==> config.mk <==
export PLATFORM = sky130hd
export DESIGN_NAME = ysyx_22050598_if_id_skid_reg
export DESIGN_NICKNAME = d
export VERILOG_FILES = /design/src/rtl/ysyx_22050598_pkg.sv /design/src/rtl/ysyx_22050598_dffr_async_en.sv /design/src/rtl/ysyx_22050598_if_id_skid_reg.sv
export SDC_FILE = /design/constraint.sdc
export NUM_CORES = 1
export LEC_CHECK = 0
export CAP_MARGIN = 10
export CORE_MARGIN = 1.5
export CORE_UTILIZATION = 50
export DETAILED_ROUTE_END_ITERATION = 8
export PLACE_DENSITY = 0.87
export SYNTH_ARGS = -nofsm -noshare
export SYNTH_HDL_FRONTEND = slang
export SYNTH_SLANG_ARGS = --single-unit
==> constraint.sdc <==
create_clock -name clk -period 8.8 [get_ports clk]
set_clock_uncertainty 0.1 [all_clocks]
set_input_delay 1.76 -clock clk [delete_from_list [all_inputs] [get_ports clk]]
set_output_delay 1.76 -clock clk [all_outputs]
set_load 0.02 [all_outputs]
==> src/rtl/ysyx_22050598_pkg.sv <==
// Shared IF/ID definitions: skid register state encoding and default datapath widths.
package ysyx_22050598_pkg;

  localparam int PC_W   = 64;
  localparam int INST_W = 32;

  typedef enum logic [1:0] {
    SKID_EMPTY = 2'd0,
    SKID_ONE   = 2'd1,
    SKID_TWO   = 2'd2
  } skid_state_e;

endpackage

==> src/rtl/ysyx_22050598_dffr_async_en.sv <==
// Generic register with asynchronous active-high reset to RESET_VAL and a load enable.
module ysyx_22050598_dffr_async_en #(
  parameter int             DW        = 1,
  parameter logic [DW-1:0]  RESET_VAL = '0
) (
  input  logic          clk,
  input  logic          rst,
  input  logic          en,
  input  logic [DW-1:0] d,
  output logic [DW-1:0] q
);

  always_ff @(posedge clk or posedge rst) begin
    if (rst) begin
      q <= RESET_VAL;
    end else if (en) begin
      q <= d;
    end
  end

endmodule

==> src/rtl/ysyx_22050598_if_id_skid_reg.sv <==
// Two-entry IF/ID skid register: registered in_ready, 1-cycle latency, flush on redirect,
// saturating decode-stall counter.
module ysyx_22050598_if_id_skid_reg #(
  parameter int PC_W   = ysyx_22050598_pkg::PC_W,
  parameter int INST_W = ysyx_22050598_pkg::INST_W,
  parameter int CNT_W  = 32
) (
  input  logic              clk,
  input  logic              rst,
  input  logic              flush,
  input  logic              in_valid,
  output logic              in_ready,
  input  logic [PC_W-1:0]   in_pc,
  input  logic [INST_W-1:0] in_inst,
  output logic              out_valid,
  input  logic              out_ready,
  output logic [PC_W-1:0]   out_pc,
  output logic [INST_W-1:0] out_inst,
  output logic [CNT_W-1:0]  stall_cnt
);

  import ysyx_22050598_pkg::*;

  localparam int PW = PC_W + INST_W;
  localparam logic [CNT_W-1:0] CNT_MAX = '1;

  skid_state_e       state_reg, state_next;
  logic [1:0]        state_q;
  logic [PW-1:0]     main_reg, skid_reg, main_next, in_payload;
  logic              main_load, skid_load;
  logic              in_ready_reg, in_ready_next;
  logic              in_fire, out_fire;
  logic [CNT_W-1:0]  stall_cnt_reg, stall_cnt_next;
  logic              stall_inc;

  assign state_reg  = skid_state_e'(state_q);
  assign in_payload = {in_pc, in_inst};
  assign out_valid  = (state_reg != SKID_EMPTY);
  assign in_ready   = in_ready_reg;
  assign in_fire    = in_valid & in_ready_reg;
  assign out_fire   = out_valid & out_ready;

  always_comb begin
    state_next = state_reg;
    main_load  = 1'b0;
    skid_load  = 1'b0;
    main_next  = in_payload;
    case (state_reg)
      SKID_EMPTY: begin
        if (in_fire) begin
          state_next = SKID_ONE;
          main_load  = 1'b1;
        end
      end
      SKID_ONE: begin
        if (in_fire && out_fire) begin
          main_load = 1'b1;
        end else if (in_fire) begin
          state_next = SKID_TWO;
          skid_load  = 1'b1;
        end else if (out_fire) begin
          state_next = SKID_EMPTY;
        end
      end
      SKID_TWO: begin
        // in_ready is low here, so only the drain path can move the state.
        if (out_fire) begin
          state_next = SKID_ONE;
          main_load  = 1'b1;
          main_next  = skid_reg;
        end
      end
      default: state_next = SKID_EMPTY;
    endcase
    if (flush) begin
      state_next = SKID_EMPTY;
      main_load  = 1'b0;
      skid_load  = 1'b0;
    end
    in_ready_next = (state_next != SKID_TWO);
  end

  ysyx_22050598_dffr_async_en #(.DW(2), .RESET_VAL(2'(SKID_EMPTY))) u_state (
    .clk (clk), .rst (rst), .en (1'b1), .d (state_next), .q (state_q)
  );

  ysyx_22050598_dffr_async_en #(.DW(1), .RESET_VAL(1'b0)) u_in_ready (
    .clk (clk), .rst (rst), .en (1'b1), .d (in_ready_next), .q (in_ready_reg)
  );

  ysyx_22050598_dffr_async_en #(.DW(PW), .RESET_VAL('0)) u_main (
    .clk (clk), .rst (rst), .en (main_load), .d (main_next), .q (main_reg)
  );

  ysyx_22050598_dffr_async_en #(.DW(PW), .RESET_VAL('0)) u_skid (
    .clk (clk), .rst (rst), .en (skid_load), .d (in_payload), .q (skid_reg)
  );

  assign out_pc   = main_reg[PW-1:INST_W];
  assign out_inst = main_reg[INST_W-1:0];

  assign stall_inc      = out_valid & ~out_ready & ~flush & (stall_cnt_reg != CNT_MAX);
  assign stall_cnt_next = stall_cnt_reg + CNT_W'(1);

  always_ff @(posedge clk or posedge rst) begin
    if (rst) begin
      stall_cnt_reg <= '0;
    end else if (stall_inc) begin
      stall_cnt_reg <= stall_cnt_next;
    end
  end

  assign stall_cnt = stall_cnt_reg;

endmodule

==> key figures <==
Min path
  • Hold WC Path Type: register to register
  • Worst hold path depth: 1

Logic synthesis
  • Yosys cell types: 36
  • Avg Inst Size Synth: 12.6 um^2
  • Synthesized instance count: a little under 800
  • Sequential area share after synthesis: between 50% and 60%
  • Mapped Area: 9800 um^2
  • Post-synth top flop: dfrtp_1
  • Yosys warns: 0
  • Mapped Nets: 883
  • Synth Register Bits: 227
  • Post-synth EDFFs: 0
  • Async SR Flop Fraction: 100%

Floorplan
  • Cell Rows: 51
  • Die width: 143 um
  • CORE AREA: ~19000 um^2
  • IO Pins: 231
  • Die height: 143 um
  • Die ar.: just over 20000 um^2
  • Initial Utilization: between 50% and 60%

Global routing
  • Largest net degree at the start of global routing: 148
  • Initial antenna violation count: 0
  • Remaining Overflow, GRT: 0
  • Vias in the first global route: 6994
  • First-pass GRT wire length: 36300 um
  • Total track usage: 22.3%

CTS
  • H-tree levels: 1
  • Cts hold-fix bufs: 0
  • Cts bufs inserted: 24
  • Resized cells post-CTS: 0
  • Clk slew on worst S/H paths: around 0.060 ns
  • Post-CTS Setup Inserts: 0
  • CTS sink cnt: 227
  • TritonCTS clock tree: done
  • Root buffer cell: clkbuf_16
  • Clock Latency Late Sink: roughly 0.50 ns
  • Clock Tree Buf Depth: 3

Critical path
  • Buffers & Inverters on Critical Path: 3
  • Worst-path fanout max: slightly above 90
  • Number of cells on the critical path: 7
  • WS Path Type: input pin to register
  • Most frequent CP cell: buf_4
  • Crit path max-delay cell type: buf_4
  • Data arrival, critical path: around 4.7 ns
  • Worst R2R Path Depth: 6
  • Crit-path cells: clkdlybuf4s50_1 > nand3b_1 > buf_4 > a21oi_4 > buf_4 > nor2_1 > a21oi_1
  • Largest stage delay, worst path: 0.77 ns
  • CP Capture Type: register
  • Startpoint Class: input pin
  • CP required: around 9.1 ns
  • Delay-heaviest family, CP: buffers and inverters

Routing
  • Vias/cell: 5.33
  • Via count: 6844
  • DR iter-0 viols: 313
  • Antenna Nets Post-Route: 0
  • Overall routed net length: around 23000 um
  • Post-route DRC: 0
  • Router iterations before antenna repair: 5
  • Avg WL per Cell: 17.8 um

STA
  • Worst Hold Slack: 0.402 ns
  • Slew margin rel.: between 30% and 40%
  • Final Critical Period: 4.35 ns
  • Number of setup violations in the final report: 0
  • Worst Max-Slew Pin Slew: between 1 and 1.5 ns
  • Slew Viols, Final: 0
  • Fmax achieved: 0.230 GHz
  • Setup TNS Final: 0 ns
  • Final hold violation count: 0
  • RSZ-0062 raised after global routing: no
  • Period utilisation layout: slightly below 50%

Pwr
  • Total power: approximately 3.2 mW
  • Leak pwr: about 6.3 nW
  • VDD IR max: 0.198 mV
  • Pwr dens: 247 nW/um^2

Final layout
  • Nets: 1102
  • Ant. Diodes: 0
  • Area Overhead vs Synth: 33.1%
  • Register area: 5680 um^2
  • Cell Count, Final, Fillers Out: 1283
  • Area of the multi-input gates: 3880 um^2
  • Layout cells sized above 1: between 10% and 20%
  • Design area: 13000 um^2
  • FILL cells: 1389

Job
  • Max-Cap Viols: 0

Status
  • Outcome: complete, no violations

Placed design
  • PortBufs: 230
  • Placed cells: 1239
  • Post-DP Area: roughly 12000 um^2
  • Placer Congestion: 0.825
  • DP HPWL: 14600 um
[worst reg2reg max path: cells and delay by family, from the launching register on]
kind	cells	cell delay (ns)
AO/OA/AOI/OAI	2	0.80
buffers and inverters	2	1.14
flip-flops	1	0.40
AND/OR/NAND/NOR	2	0.41
[cells by family (layout without fill, tap and decap cells)]
logic type,Yosys count,after routing,synth area share (%)
DFF,227,227,58.0
AOI/OAI and AO/OA,109,109,5.78
and+or+nand+nor,174,174,8.46
xor gates and xnor gates,29,29,2.59
muxes,193,193,22.5
buffers and inverters,48,285,2.60
adders and majority gates,1,1,0.128
[layer usage]
metal / wire, um / vias to the layer above / global-route usage [%]
li1: - / 3177 / -
met4: 366 / 0 / 5.43
met3: 1800 / 31 / 4.90
met5: 0 / - / 0
met1: 9890 / 3412 / 30.5
met2: 10800 / 224 / 36.2
[power breakdown]
| part | total (mW) | switching (mW) | leakage [nW] | internal (mW) |
|---|---|---|---|---|
| logic | 0.791 | 0.359 | 3.19 | 0.433 |
| clock network | 0.988 | 0.395 | 0.384 | 0.593 |
| registers | 1.45 | 0.151 | 2.72 | 1.30 |
[cell usage after synthesis, types with 2 or more instances]
cell,instances,area [um^2]
clkbuf_1,8,30.0
nor2_1,107,402
and2_1,3,18.8
buf_6,5,56.3
xor2_1,12,105
nand2_1,14,52.6
buf_2,30,150
a21oi_1,103,515
nand4_2,2,25.0
and4_1,2,17.5
and3_1,5,31.3
nor3_1,8,40.0
mux2i_1,96,961
nor4_4,2,42.5
mux2_2,57,642
dfrtp_1,227,5680
inv_1,5,18.8
or3_1,2,12.5
mux2_4,40,601
nand4_1,10,62.6
nand3_1,12,60.1
xnor2_1,17,149
[area by class of cell]
type / count / share of cell area, %
timing repair buffer: 236 / 18.0
clock buffer: 39 / 5.58
tap: 265 / 2.54
inverter: 5 / 0.201
clock inverter: 5 / 0.384
sequential: 227 / 43.5
multi-input combinational: 506 / 29.8
[worst paths after layout]
check,endpoint,start,slack (ns)
setup / recovery,u_main.q[90]$_DFFE_PP0P_,out_ready,4.45
hold / removal,u_skid.q[56]$_DFFE_PP0P_,u_skid.q[56]$_DFFE_PP0P_,0.40
setup reg to reg,u_main.q[90]$_DFFE_PP0P_,u_state.q[0]$_DFF_PP0_,5.85
hold reg to reg,u_skid.q[56]$_DFFE_PP0P_,u_skid.q[56]$_DFFE_PP0P_,0.40
max in group asynchronous,stall_cnt[22]$_DFFE_PP0P_,rst,5.23
min in group asynchronous,u_main.q[19]$_DFFE_PP0P_,rst,1.81
[placed cells by master (no fill, tap or decap), drive strengths merged]
| cell | count |
|---|---|
| clkdlybuf4s50 | 230 |
| dfrtp | 227 |
| nor2 | 107 |
| a21oi | 103 |
| mux2 | 97 |
| mux2i | 96 |
| clkbuf | 39 |
| xnor2 | 17 |
| nand2 | 14 |
| nand3 | 12 |
| xor2 | 12 |
| nand4 | 12 |
| nor3 | 8 |
| buf | 6 |
| and3 | 5 |
| inv | 5 |
| clkinv | 4 |
| and2 | 3 |
| nor4 | 3 |
| or3 | 2 |
| and4 | 2 |
| nand3b | 1 |
| nor2b | 1 |
| or4 | 1 |
| o211a | 1 |
| a211oi | 1 |
| nand4b | 1 |
| o211ai | 1 |
| a311oi | 1 |
| nor4b | 1 |
| or4b | 1 |
| a21o | 1 |
| o21ai | 1 |
| ha | 1 |
| bufinv | 1 |
[metrics by stage]
step	setup WS [ns]	utilization [%]
6_report	4.45	67.5
4_1_cts	4.49	67.5
5_1_grt	4.21	67.5
3_3_place_gp	4.16	63.4
3_5_place_dp	4.01	63.4
2_1_floorplan	0.720	-
No activity file was read; power rests on OpenSTA's default activity.
